### src/rtl/hyperbus_pkg.sv
// Shared types for the HyperBus DDR receive path: FSM states and the
// word record carried through the RX FIFO.
package hyperbus_pkg;

  localparam int HALFWORD_W = 16;

  typedef enum logic {
    IDLE = 1'b0,
    RECV = 1'b1
  } state_e;

  typedef struct packed {
    logic [31:0] data;
    logic [3:0]  strb;
    logic        last;
  } fifo_entry_t;

endpackage

### src/rtl/hyperbus_rx_fifo.sv
// Word FIFO between the DDR assembler and the uDMA RX stream. Head is read
// straight from registered storage, so a push becomes visible one cycle later.
module hyperbus_rx_fifo
  import hyperbus_pkg::*;
#(
  parameter int DEPTH = 4
) (
  input  logic        clk_i,
  input  logic        rst_ni,
  input  logic        flush,
  input  logic        push,
  input  fifo_entry_t wdata,
  input  logic        pop,
  output fifo_entry_t rdata,
  output logic        full,
  output logic        empty
);

  localparam int AW = $clog2(DEPTH);

  // Extra pointer MSB separates full (MSBs differ) from empty (MSBs equal).
  logic [AW:0] wptr, rptr;
  fifo_entry_t mem [DEPTH];
  logic        do_push, do_pop;

  assign empty   = (wptr == rptr);
  assign full    = (wptr[AW] != rptr[AW]) && (wptr[AW-1:0] == rptr[AW-1:0]);
  assign do_pop  = pop && !empty;
  // A pop in the same cycle frees the slot, so a push into a full FIFO is legal.
  assign do_push = push && (!full || do_pop);
  assign rdata   = empty ? '0 : mem[rptr[AW-1:0]];

  always_ff @(posedge clk_i or negedge rst_ni) begin
    if (!rst_ni) begin
      wptr <= '0;
      rptr <= '0;
      for (int i = 0; i < DEPTH; i++) mem[i] <= '0;
    end else if (flush) begin
      wptr <= '0;
      rptr <= '0;
    end else begin
      if (do_push) begin
        mem[wptr[AW-1:0]] <= wdata;
        wptr              <= wptr + 1'b1;
      end
      if (do_pop) rptr <= rptr + 1'b1;
    end
  end

endmodule

### src/rtl/hyperbus_ddr_in_assembler.sv
// Assembles PHY-captured DDR halfwords into 32-bit words for the uDMA RX
// channel. The PHY cannot be stalled, so a full FIFO drops words and flags it.
module hyperbus_ddr_in_assembler
  import hyperbus_pkg::*;
#(
  parameter int FIFO_DEPTH = 4,
  parameter int LEN_W      = 16
) (
  input  logic             clk_i,
  input  logic             rst_ni,
  input  logic             start_i,
  input  logic [LEN_W-1:0] len_i,
  input  logic             clear_i,
  input  logic             rx_valid_i,
  input  logic [7:0]       rx_d0_i,
  input  logic [7:0]       rx_d1_i,
  output logic [31:0]      data_o,
  output logic [3:0]       strb_o,
  output logic             valid_o,
  input  logic             ready_i,
  output logic             last_o,
  output logic             busy_o,
  output logic             done_o,
  output logic             overflow_o
);

  state_e                state_q, state_d;
  logic [LEN_W-1:0]      rem_q, rem_d;
  logic                  phase_q, phase_d;
  logic [HALFWORD_W-1:0] hold_q, hold_d;
  logic                  ovf_q, ovf_d;
  logic                  done_q, done_d;

  logic [HALFWORD_W-1:0] hw;
  logic                  word_push, fifo_pop, fifo_full, fifo_empty;
  fifo_entry_t           word, head;

  assign hw       = {rx_d0_i, rx_d1_i};
  assign fifo_pop = valid_o && ready_i;

  always_comb begin
    state_d   = state_q;
    rem_d     = rem_q;
    phase_d   = phase_q;
    hold_d    = hold_q;
    ovf_d     = ovf_q;
    done_d    = 1'b0;
    word_push = 1'b0;
    word      = '0;
    if (clear_i) begin
      state_d = IDLE;
      rem_d   = '0;
      phase_d = 1'b0;
      hold_d  = '0;
      ovf_d   = 1'b0;
    end else begin
      unique case (state_q)
        IDLE: begin
          if (start_i) begin
            ovf_d = 1'b0;
            if (len_i != '0) begin
              state_d = RECV;
              rem_d   = len_i;
              phase_d = 1'b0;
            end else begin
              done_d = 1'b1;
            end
          end
        end
        RECV: begin
          if (rx_valid_i) begin
            rem_d   = rem_q - 1'b1;
            phase_d = ~phase_q;
            if (!phase_q) hold_d = hw;
            // Odd phase completes a word; a final even beat emits a half word.
            if (phase_q || rem_q == LEN_W'(1)) begin
              word_push = 1'b1;
              word.data = phase_q ? {hw, hold_q} : {16'h0, hw};
              word.strb = phase_q ? 4'hF : 4'h3;
              word.last = (rem_q == LEN_W'(1));
            end
            if (rem_q == LEN_W'(1)) begin
              state_d = IDLE;
              phase_d = 1'b0;
              done_d  = 1'b1;
            end
          end
        end
        default: state_d = IDLE;
      endcase
      if (word_push && fifo_full && !fifo_pop) ovf_d = 1'b1;
    end
  end

  always_ff @(posedge clk_i or negedge rst_ni) begin
    if (!rst_ni) begin
      state_q <= IDLE;
      rem_q   <= '0;
      phase_q <= 1'b0;
      hold_q  <= '0;
      ovf_q   <= 1'b0;
      done_q  <= 1'b0;
    end else begin
      state_q <= state_d;
      rem_q   <= rem_d;
      phase_q <= phase_d;
      hold_q  <= hold_d;
      ovf_q   <= ovf_d;
      done_q  <= done_d;
    end
  end

  hyperbus_rx_fifo #(.DEPTH(FIFO_DEPTH)) u_fifo (
    .clk_i  (clk_i),
    .rst_ni (rst_ni),
    .flush  (clear_i),
    .push   (word_push),
    .wdata  (word),
    .pop    (fifo_pop),
    .rdata  (head),
    .full   (fifo_full),
    .empty  (fifo_empty)
  );

  assign valid_o    = !fifo_empty;
  assign data_o     = head.data;
  assign strb_o     = head.strb;
  assign last_o     = head.last;
  assign busy_o     = (state_q == RECV);
  assign done_o     = done_q;
  assign overflow_o = ovf_q;

endmodule
### config.mk
export PLATFORM = sky130hd
export DESIGN_NAME = hyperbus_ddr_in_assembler
export DESIGN_NICKNAME = d
export VERILOG_FILES = /design/src/rtl/hyperbus_pkg.sv /design/src/rtl/hyperbus_rx_fifo.sv /design/src/rtl/hyperbus_ddr_in_assembler.sv
export SDC_FILE = /design/constraint.sdc
export NUM_CORES = 1
export LEC_CHECK = 0
export CORE_UTILIZATION = 45
export CTS_CLUSTER_DIAMETER = 40
export DETAILED_ROUTE_END_ITERATION = 12
export PLACE_DENSITY = 0.69
export RECOVER_POWER = 50
export SLEW_MARGIN = 10
export SYNTH_ARGS = -nofsm -noshare
export SYNTH_HDL_FRONTEND = slang
export SYNTH_SLANG_ARGS = --single-unit
### constraint.sdc
create_clock -name clk_i -period 2.57 [get_ports clk_i]
set_input_delay 0.3855 -clock clk_i [delete_from_list [all_inputs] [get_ports clk_i]]
set_output_delay 0.3855 -clock clk_i [all_outputs]
set_load 0.01 [all_outputs]
==> impl_metrics.csv <==
group,metric,value,unit
timing,relSlewSlack,0.287,
pwr,peakVddDrop,0.456,mV
yosys,ys.flop_type,"dfrtp_1",
yosys,syn_nets,688,
clocking,clk_pin_slew,0.07,ns
yosys,synth_top_area_frac,0.479,
clocking,cts_htree_levels,4,
setup_path,critical_path.cell_chain,"buf_6, bufbuf_16, mux4_2, and2_1, clkdlybuf4s15_1",
final_layout,stdcell_area,0.0114,mm^2
yosys,ys_async_sr_fraction,1.00,
setup_path,reg2reg_to,"u_fifo.mem[67]$_DFFE_PN0P_",
setup_path,reg2reg_from,"rem_q[1]$_DFFE_PN0P_",
clocking,insertion_delay,0.43,ns
floorplan,core_area,0.0205,mm^2
timing,setup_viol_count_final,0,
global_routing,grt_pass1_vias,6349,
pwr,power,6.46,mW
setup_path,slowest_delay,0.48,ns
global_routing,gr-total-overflow,0,
setup_path,start_kind,"flip-flop",
min_path,min_from,"u_fifo.mem[2]$_DFFE_PN0P_",
final_layout,fill_cells,1614,
setup_path,critical_path_buf_inv_count,3,
timing,fmax,0.397,GHz
yosys,avgSynthCellArea,14.8,um^2
timing,maxSlewViolCount,0,
setup_path,cp_data_required_time,2.18,ns
place,io_buffers,78,
yosys,yosysWarnings,0,
clocking,cts_buffer_depth,2,
min_path,whs_path_depth,1,
final_layout,final_net_count,799,
place,place_congestion,0.808,
global_routing,antenna_found_initial,0,
outcome,status,"finished clean",
yosys,netlist_instances,643,
setup_path,crit_fanout,5,
detailed_routing,postRouteAntennaNets,0,
setup_path,crit_type,"reg2out",
setup_path,crit_family,"buffers and inverters",
timing,hold_ws,0.467,ns
clocking,cts_tree,"done",
run,maxCapViolCount,0,
floorplan,chipHeight,147,um
floorplan,die-area,0.0217,mm^2
detailed_routing,finalWirelength,22300,um
yosys,ys_top_cells_by_area,"dfrtp_1 48%, mux2_4 18%, mux4_2 8.3%",
timing,period_needed,2.52,ns
yosys,synth_seq_cells,182,
setup_path,crit_slowest_cell,"mux4_2",
place,dp_hpwl,14200,um
detailed_routing,drcViolationCount,0,
global_routing,grt_pass1_wl,36000,um
place,dp_slack,-0.0759,ns
floorplan,fp-row-count,52,
floorplan,ios,79,
final_layout,multi_input_area,0.00448,mm^2
yosys,synth_edf_count,0,
clocking,cts_sinks,182,
yosys,synth.distinct_cells,52,
timing,skew,0.0125,ns
yosys,synth-seq-area-share,0.479,
floorplan,start_util,0.464,
final_layout,antenna_cells,0,
timing,finalSetupTns,0,ns
yosys,syn_area,0.00952,mm^2
pwr,p_leak,5.28,nW
timing,grt_setup_unrepaired,"yes",
timing,hold_violations,0,
timing,setup_ws,0.0483,ns
final_layout,regArea,0.00456,mm^2
setup_path,rrSetupSlack,0.12,ns
clocking,cts_root_buf,"clkbuf_16",
setup_path,r2r_cells,8,
timing,worst_pin_slew,1.07,ns
final_layout,final_layout_size_suffix_gt1_frac,0.369,
global_routing,grt_max_degree,74,
setup_path,crit_path_end_kind,"primary output",
detailed_routing,routed_via_density,5.60,
floorplan,die_x,147,um
min_path,hp-class,"reg2reg",
detailed_routing,drt_pre_antenna_iters,4,
place,placedInstanceArea,0.0106,mm^2
detailed_routing,drt-initial-drc-count,302,
detailed_routing,wl_per_cell,21.5,um
min_path,hold-path-endpoint,"u_fifo.mem[2]$_DFFE_PN0P_",
clocking,numCtsBuffers,17,
global_routing,grt.total_usage,0.216,
detailed_routing,vias,5803,
pwr,cellPowerDensity,565,mW/mm^2
setup_path,cp.arrival,2.14,ns
timing,finalCritPeriodShare,0.981,
final_layout,syn_to_final_growth,20.2,%
yosys,synth_top_area_cell,"dfrtp_1",
==> Yosys cell counts, types with 2 or more instances <==
cell      number
or2_1          4
and2_1        54
nor4_4         2
a32oi_1        3
nand3b_1       2
mux2_4       115
o21a_1         2
xor2_1         5
a31oi_1        4
buf_2          6
clkbuf_1      21
and2_4         4
mux2_1        15
mux4_2        35
a221o_1        3
mux2_2        24
nand2b_1       6
inv_1         10
nor3_1         5
xnor2_1        2
o31ai_1        4
buf_12        16
nor2b_1        5
o21ai_0       15
or4_1          3
mux2i_1        6
nor2_1        13
nor4_1         3
a21oi_1       12
ha_1           7
a22o_1        16
nand2_1       11
a211oi_1       3
nand4_1        3
dfrtp_1      182
buf_4          3
nand3_1        4
==> registers in the layout, summed over array words and instances (netlist names) <==
register / cells
u_fifo.mem: 140
hold_q: 16
rem_q: 16
u_fifo.rptr: 3
u_fifo.wptr: 3
busy_o: 1
done_o: 1
overflow_o: 1
phase_q: 1
==> logic make-up (layout without fill, tap and decap cells) <==
kind of cell,after synthesis,in the layout,synth area share
AO/OA/AOI/OAI,69,69,0.0536
XOR/XNOR,7,7,0.00644
adder cells (fa/ha/maj),7,7,0.00920
buffers and inverters,56,180,0.0514
flip-flops,182,182,0.479
multiplexers,195,195,0.317
AND/OR/NAND/NOR,127,127,0.0839
==> stage by stage <==
step           cells  utilization
2_1_floorplan    643            -
6_report        1037        0.558
3_3_place_gp     979        0.518
3_5_place_dp     979        0.518
4_1_cts         1027        0.554
5_1_grt         1037        0.558
==> power by group <==
group	total [mW]	internal [mW]	switching [mW]
registers	3.08	2.98	0.0981
clock network	2.54	1.29	1.25
logic	0.838	0.442	0.396
==> worst max path at each step <==
| stage | start | end | slack [ns] | depth (start not counted) |
|---|---|---|---|---|
| after floorplan | rem_q[1]$_DFFE_PN0P_ | u_fifo.mem[10]$_DFFE_PN0P_ | 0.35 | 9 |
| after global placement | len_i[3] | rem_q[3]$_DFFE_PN0P_ | -0.007 | 7 |
| after detailed placement | len_i[3] | rem_q[3]$_DFFE_PN0P_ | -0.08 | 7 |
| after CTS | u_fifo.rptr[0]$_DFFE_PN0P_ | data_o[23] | 0.00005 | 5 |
| after global routing | u_fifo.rptr[0]$_DFFE_PN0P_ | data_o[8] | -0.02 | 6 |
| final | u_fifo.rptr[0]$_DFFE_PN0P_ | data_o[24] | 0.05 | 5 |
==> metal layers <==
metal,GRT usage,routed length (um)
met1,0.295,10300
met2,0.360,11100
met4,0.0567,306
met3,0.0336,569
met5,0,0
==> layout by cell type (no fill, tap or decap), types with 4 or more instances in the layout <==
master and n:
and2_4 8, nor3_1 5, buf_12 14, dfrtp_1 181, clkbuf_2 5, nand2_1 11, xor2_1 5, a21oi_1 12
a31oi_1 4, clkdlybuf4s15_1 17, clkbuf_1 4, o21ai_0 15, nand2b_1 6, buf_4 34, clkbuf_16 18, a22o_1 16
mux2i_1 6, dlygate4sd2_1 17, mux2_1 15, o31ai_1 4, nor2b_1 5, clkdlybuf4s50_1 36, nor2_1 13, dlygate4sd3_1 4
clkinv_4 5, and2_1 50, or2_1 4, mux2_2 24, inv_1 10, nand3_1 4, ha_1 7, mux2_4 115
mux4_2 35
==> worst register-to-register path, stage by stage, from the launching register on <==
cell and delay [ns]:
dfrtp_1 0.42, inv_1 0.09, ha_1 0.13, nor4b_2 0.32, nand4_2 0.20, a211oi_4 0.36
and2_4 0.24, buf_12 0.23, mux2_4 0.34
==> area by class of cell <==
class,instances,area share
timing repair buffer,138,0.127
multi-input combinational,405,0.392
clock inverter,14,0.0125
tap,270,0.0295
clock buffer,18,0.0375
sequential,182,0.398
inverter,10,0.00328
==> repair_timing <==
item                                    in CTS  in global routing
pin swaps                                    1                  1
gates resized for setup                     50                 23
gates cloned                                 3                  1
setup buffers                               12                  9
endpoints found under the hold margin       39                  0
endpoints found under the setup margin      37                 33
hold buffers                                 1                  0
(Power assumes the default switching activity.)
